### src/rtl/config.svh
// rtl/config.svh - global datapath word width
`ifndef CONFIG_SVH
`define CONFIG_SVH
`ifndef N
`define N 32
`endif
`endif

### src/rtl/mlp_pkg.sv
// rtl/mlp_pkg.sv - shared MLP datapath types, constants and signed-magnitude helpers
`include "config.svh"

package mlp_pkg;

    localparam int FRAC_BITS = 17;
    localparam int ROWS      = 6;
    localparam int COLS      = 6;
    // Wide enough that COLS full-scale words can be summed without overflow.
    localparam int ACC_W     = `N + $clog2(COLS) + 1;

    typedef logic [`N-1:0] word_t;

    typedef enum logic [1:0] {
        ST_IDLE,
        ST_ACC,
        ST_OUT
    } acc_state_t;

    // Signed-magnitude to two's complement at accumulator width; -0 maps to 0.
    function automatic logic signed [ACC_W-1:0] sm_to_tc(input word_t w);
        logic signed [ACC_W-1:0] mag;
        mag = $signed({{(ACC_W-`N+1){1'b0}}, w[`N-2:0]});
        return w[`N-1] ? -mag : mag;
    endfunction

endpackage

### src/rtl/sm_saturate.sv
// rtl/sm_saturate.sv - two's complement to clamped signed-magnitude (optional RELU_EN)
`include "config.svh"

module sm_saturate
    import mlp_pkg::*;
(
    input  logic signed [ACC_W-1:0] i_tc,
    output word_t                   o_data,
    output logic                    o_sat
);

    localparam logic [ACC_W-1:0] MAX_MAG = ACC_W'({(`N-1){1'b1}});

    logic             w_neg;
    logic [ACC_W-1:0] w_abs;
    logic [`N-2:0]    w_mag;

    assign w_neg = i_tc[ACC_W-1];
    assign w_abs = w_neg ? $unsigned(-i_tc) : $unsigned(i_tc);

    // Clamp the magnitude and build the output word; zero is always +0.
    always_comb begin
        o_sat = 1'b0;
        w_mag = w_abs[`N-2:0];
        if (w_abs > MAX_MAG) begin
            o_sat = 1'b1;
            w_mag = '1;
        end
`ifdef RELU_EN
        // Negative sums are rectified; o_sat still reflects the pre-ReLU clamp.
        if (w_neg || (w_abs == '0))
            o_data = '0;
        else
            o_data = {1'b0, w_mag};
`else
        if (w_abs == '0)
            o_data = '0;
        else
            o_data = {w_neg, w_mag};
`endif
    end

endmodule

### src/rtl/row_accumulator.sv
// rtl/row_accumulator.sv - serial per-row sum of a captured RxC matrix (macro RELU_EN)
`include "config.svh"

module row_accumulator
    import mlp_pkg::*;
#(
    parameter int R = ROWS,
    parameter int C = COLS
)(
    input  logic                          clk,
    input  logic                          rst,
    input  logic                          in_valid,
    output logic                          in_ready,
    input  logic [0:R-1][0:C-1][`N-1:0]   in_mat,
    output logic                          out_valid,
    input  logic                          out_ready,
    output logic [`N-1:0]                 out_data,
    output logic [$clog2(R)-1:0]          out_row,
    output logic                          out_last,
    output logic                          out_sat
);

    localparam int RW = $clog2(R);
    localparam int CW = $clog2(C);
    localparam logic [RW-1:0] ROW_LAST = RW'(R-1);
    localparam logic [CW-1:0] COL_LAST = CW'(C-1);

    acc_state_t                 r_state;
    acc_state_t                 w_state_next;
    logic [RW-1:0]              r_row;
    logic [CW-1:0]              r_col;
    logic signed [ACC_W-1:0]    r_acc;
    logic signed [ACC_W-1:0]    w_acc_next;
    logic [0:R-1][0:C-1][`N-1:0] r_mat;
    word_t                      r_out_data;
    logic [RW-1:0]              r_out_row;
    logic                       r_out_last;
    logic                       r_out_sat;
    word_t                      w_sat_data;
    logic                       w_sat_flag;
    logic                       w_cap;

    assign in_ready   = (r_state == ST_IDLE);
    assign out_valid  = (r_state == ST_OUT);
    assign w_cap      = in_valid & in_ready;
    assign w_acc_next = r_acc + sm_to_tc(r_mat[r_row][r_col]);

    assign out_data = r_out_data;
    assign out_row  = r_out_row;
    assign out_last = r_out_last;
    assign out_sat  = r_out_sat;

    // The final add of a row is converted directly so the sum lands in OUT without an extra cycle.
    sm_saturate u_sat (
        .i_tc   (w_acc_next),
        .o_data (w_sat_data),
        .o_sat  (w_sat_flag)
    );

    // State register.
    always_ff @(posedge clk or posedge rst) begin
        if (rst)
            r_state <= ST_IDLE;
        else
            r_state <= w_state_next;
    end

    // Next-state logic.
    always_comb begin
        w_state_next = r_state;
        case (r_state)
            ST_IDLE: if (w_cap)              w_state_next = ST_ACC;
            ST_ACC:  if (r_col == COL_LAST)  w_state_next = ST_OUT;
            ST_OUT:  if (out_ready)          w_state_next = (r_row == ROW_LAST) ? ST_IDLE : ST_ACC;
            default:                         w_state_next = ST_IDLE;
        endcase
    end

    // Matrix snapshot, taken only on the capture handshake.
    always_ff @(posedge clk) begin
        if (w_cap)
            r_mat <= in_mat;
    end

    // Row/column counters, accumulator and registered row result.
    always_ff @(posedge clk or posedge rst) begin
        if (rst) begin
            r_row      <= '0;
            r_col      <= '0;
            r_acc      <= '0;
            r_out_data <= '0;
            r_out_row  <= '0;
            r_out_last <= 1'b0;
            r_out_sat  <= 1'b0;
        end else begin
            case (r_state)
                ST_IDLE: begin
                    if (w_cap) begin
                        r_row <= '0;
                        r_col <= '0;
                        r_acc <= '0;
                    end
                end
                ST_ACC: begin
                    r_acc <= w_acc_next;
                    r_col <= r_col + 1'b1;
                    if (r_col == COL_LAST) begin
                        r_out_data <= w_sat_data;
                        r_out_sat  <= w_sat_flag;
                        r_out_row  <= r_row;
                        r_out_last <= (r_row == ROW_LAST);
                    end
                end
                ST_OUT: begin
                    if (out_ready && (r_row != ROW_LAST)) begin
                        r_row <= r_row + 1'b1;
                        r_col <= '0;
                        r_acc <= '0;
                    end
                end
                default: ;
            endcase
        end
    end

endmodule
### config.mk
export PLATFORM = sky130hd
export DESIGN_NAME = row_accumulator
export DESIGN_NICKNAME = d
export VERILOG_FILES = /design/src/rtl/mlp_pkg.sv /design/src/rtl/sm_saturate.sv /design/src/rtl/row_accumulator.sv
export VERILOG_INCLUDE_DIRS = /design/src /design/src/rtl
export SDC_FILE = /design/constraint.sdc
export NUM_CORES = 2
export LEC_CHECK = 0
export BUFFER_PORTS_ARGS = -buffer_cell sky130_fd_sc_hd__buf_4
export CAP_MARGIN = 10
export CORE_AREA = 2 2 459 461
export CTS_BUF_LIST = sky130_fd_sc_hd__clkbuf_4
export DETAILED_ROUTE_END_ITERATION = 12
export DIE_AREA = 0 0 461 463
export HOLD_SLACK_MARGIN = 0.03
export RECOVER_POWER = 100
export SLEW_MARGIN = 5
export SYNTH_ARGS = -nofsm -noshare
export SYNTH_HDL_FRONTEND = slang
export SYNTH_SLANG_ARGS = --single-unit
export TNS_END_PERCENT = 1
### constraint.sdc
create_clock -name clk -period 37.2 [get_ports clk]
set_clock_uncertainty 0.15 [all_clocks]
set_input_delay 3.72 -clock clk [delete_from_list [all_inputs] [get_ports clk]]
set_output_delay 3.72 -clock clk [all_outputs]
set_load 0.01 [all_outputs]
==> summary by stage <==
Synthesis
Synthesis handed over a netlist of 2,933 instances. The number of nets in the synthesized netlist is 4,131. The share of the Yosys chip area taken by registers is 70.7%. For this run, the leading register cell type out of synthesis is sky130_fd_sc_hd__edfxtp_1. The average size of a mapped cell is 17.7 um2. The area fraction of the dominant cell type after synthesis is 66.7%. After synthesis, the share of flip-flops with an asynchronous set or reset is 6.57%. After synthesis, the netlist uses 96 different library cells. The cell type with the largest total area after synthesis is sky130_fd_sc_hd__edfxtp_1. The synthesized netlist occupies a cell area of 0.0518 mm2. In the post-synthesis netlist, the biggest area contributors are sky130_fd_sc_hd__edfxtp_1 67%, sky130_fd_sc_hd__mux4_2 8.6%, sky130_fd_sc_hd__dfrtp_1 3.9%, sky130_fd_sc_hd__mux2i_1 3.3%, sky130_fd_sc_hd__nand2_1 1.3%. The number of synthesized register bits is 1,233. The synthesized design contains 1,152 enable-type register cells. During synthesis, Yosys emitted a total of 0 warnings.

Critical path
The internal reg-to-reg setup slack is 19,410 ps. The top cell family by delay on the critical path is buffers and inverters. The endpoint arrival time on the critical path is 20,260 ps. The master of the slowest instance on the critical path is sky130_fd_sc_hd__clkbuf_1. The number of buffers and inverters on the critical path is 5.

The most numerous cell type found on the critical path is sky130_fd_sc_hd__clkbuf_1. The worst setup path is captured at a flip-flop. In this run the worst path has a maximum fanout of 163. Data on the critical path is required at its endpoint by 37,690 ps. The critical path is of the input pin to flip-flop type. Walking the worst path, the cells encountered are clkbuf_4 > and2_0 > clkbuf_1 > clkbuf_1 > clkbuf_1 > clkbuf_1. The delay of the slowest cell on the worst path is 6160 ps.

The worst setup path is launched from an input pin.

Outcome
The run finished, with violations left. The final reports fail on capacitance limit, slew limit.

Flow run
The number of maximum-capacitance violations is 24.

Final layout
The fill cell instance count of the final layout is 20,763. The fraction of layout cells with a size suffix above 1 is 40.9%. The library cells used most frequently in the layout, excluding fill and tap cells, are 1,557 x sky130_fd_sc_hd__clkbuf_4, 1,152 x sky130_fd_sc_hd__edfxtp_1, 197 x sky130_fd_sc_hd__mux4_2, 183 x sky130_fd_sc_hd__nand2_1, 173 x sky130_fd_sc_hd__mux2i_1. The final design area excluding fillers is 0.0676 mm2. The multi-input combinational cells in the finished layout cover a total of 0.0140 mm2.

The sequential cells in the finished layout cover a total of 0.0366 mm2. The library cell used most frequently in the layout, excluding fill and tap cells, is sky130_fd_sc_hd__clkbuf_4. The count of nets after finishing is 5,583. Compared with the post-synthesis result, the final layout area differs by 30.4%.

Timing
The normalized max-slew margin is -594%. The final hold violation count is 0. The total negative setup slack is 0 ps. Setup repair after global routing left no endpoint under its margin. The final count of pins violating max slew is 1,488. The final setup violation count is 0. For the finished layout, the period the worst path requires is 19,770 ps. The ratio of final minimum period to clock period is 53.1%.

The worst-margin pin slew is 10,410 ps. The highest clock rate is 50.6 MHz.

Global route
The first global-routing pass estimated 311 mm of wire. The via count of the first global-routing pass is 35,947. The number of antenna violations at the first check in global routing was 179. Across every metal layer, demand over resource in global routing totals 21.6%. The maximum number of pins on one net before global-route repair is 192. The overall overflow remaining after global route is 0.

Clocking
The clock input transition at the sequential cells of the worst setup and hold paths is 60 ps. The total of cells resized after clock tree synthesis is 0. The deepest clock path buffer count is 4. At the later pin of the worst-skew pair, clock insertion delay measures 1410 ps.

The TritonCTS buffer count is 360. CTS placed an instance of sky130_fd_sc_hd__clkbuf_4 at the clock tree root. TritonCTS built the clock tree. The number of sinks on the clock net is 1,233. The count of hold buffers inserted by post-cts repair is 0.

The setup fix buffers added after clock tree synthesis is 0. The number of levels the H-tree was split into is 5.

Die
The starting utilization of the core area is 24.9%. The die covers 0.213 mm2. During I/O placement, the number of pins put on the boundary was 1,195.

The total area inside the core boundary comes to 0.209 mm2. Row generation in the floorplan step produced 168 rows. The floorplan step set the die height to 463 um. The die is 461 um wide.

Place
Routability-driven placement finished with a final weighted congestion of 0.937. The instance area after placement is 0.0637 mm2. The number of buffer cells added on primary ports is 1,194. The HPWL after detailed placement is 184 mm.

Power
The static leakage power is 23.9 nW. Across the VDD grid, the largest voltage drop is 0.0774 mV. Dividing total power by cell area gives a power density of 95.7 mW/mm2.

Routing
Once detail routing completed, the nets flagged for antenna violations numbered 0. Before antenna repair, the detailed router went through 5 iterations. The vias after detailed routing is 35,541. For this run, design rule violations remaining after detail routing come to 0. The initial DRC count is 3,734. After detailed routing, the total wire length is 236 mm.

Using the TritonRoute via totals, the vias-per-cell ratio works out to 4.73. The routed wirelength normalized by instance count is 31.4 um.

Hold path
The worst min-delay path category is flip-flop to flip-flop.
-- area by class of cell --
class | count | share of cell area, %
diodes | 58 | 0.215
clock buffers | 484 | 5.38
clock inverters | 137 | 1.06
inverters | 25 | 0.143
multi-input cells | 1511 | 20.7
flip-flops and latches | 1233 | 54.2
well taps | 2805 | 5.19
repair buffers | 1254 | 13.2
-- stage by stage --
step	total power [mW]	worst slack, ps	utilization, %	std cells	hold WS (ps)
floorplan	4.35	4390	-	2933	306
global placement	5.21	26620	30.6	6828	316
detailed placement	5.22	26360	30.6	6828	319
CTS	6.51	26230	32.6	7449	334
global route	6.86	16040	32.4	7478	360
finish	6.47	17430	32.4	7507	330
-- power by group --
part / internal, mW / switching (mW)
sequential: 1.89 / 0.123
combinational: 1.10 / 2.09
clock: 0.646 / 0.617
-- logic make-up after synthesis --
family | Yosys count | share of synthesized area (%)
fa+ha+maj | 42 | 1.03
simple gates | 516 | 4.93
compound gates | 470 | 6.32
buf+inv | 189 | 2.49
flops | 1233 | 70.7
xor+xnor | 80 | 1.41
mux | 403 | 13.2
-- flip-flops by register name (all words and copies together) (netlist names) --
| name | flops |
|---|---|
| r_mat | 1152 |
| out_last | 1 |
| out_data | 32 |
| r_col | 3 |
| r_row | 3 |
| out_row | 3 |
| r_state | 2 |
| out_sat | 1 |
| r_acc | 36 |
-- path summary, 6_finish.rpt --
kind | startpoint | to | cells after the start
max in group asynchronous | rst | r_col[0]$_DFFE_PP0P_ | 3
hold / removal | out_row[2]$_DFFE_PP0P_ | out_row[2]$_DFFE_PP0P_ | 2
hold reg to reg | out_row[2]$_DFFE_PP0P_ | out_row[2]$_DFFE_PP0P_ | 2
setup reg to reg | r_state[0]$_DFFE_PP0P_ | r_mat[791]$_DFFE_PP_ | 6
min in group asynchronous | rst | out_data[30]$_DFFE_PP0P_ | 2
setup / recovery | in_valid | r_mat[791]$_DFFE_PP_ | 6
-- worst min-delay path: cells and delay by family (launching register included) --
kind | cells | cell delay, ps
and+or+nand+nor | 2 | 100
DFF | 1 | 340
-- metal layers --
metal  GRT usage (%)  vias to the layer above  share of wire [%]
met5               0                        -               0.27
met3            8.12                      522                 11
met1            28.0                    17818                 41
met4            6.35                      102                2.7
met2            33.4                     2004                 46
li1                -                    15095                  -
-- cell usage after synthesis (all sizes together) (8+ instances only) --
cell / n
nor3: 35
a22o: 30
edfxtp: 1152
nand3b: 9
nor4: 19
clkbuf: 68
nand2: 183
ha: 41
a21o: 15
o21ai: 76
o221ai: 14
a22oi: 56
dfrtp: 81
mux4: 216
mux2: 14
nand3: 49
nor2: 98
a31oi: 19
o211ai: 21
a31o: 8
nand4: 19
o21a: 15
inv: 24
nand2b: 12
and3: 24
a211oi: 13
xnor2: 45
xor2: 33
o32a: 14
buf: 96
a21oi: 116
a211o: 8
o31ai: 8
and2: 24
mux2i: 173
Note: power is estimated with default switching activity, not from simulation.
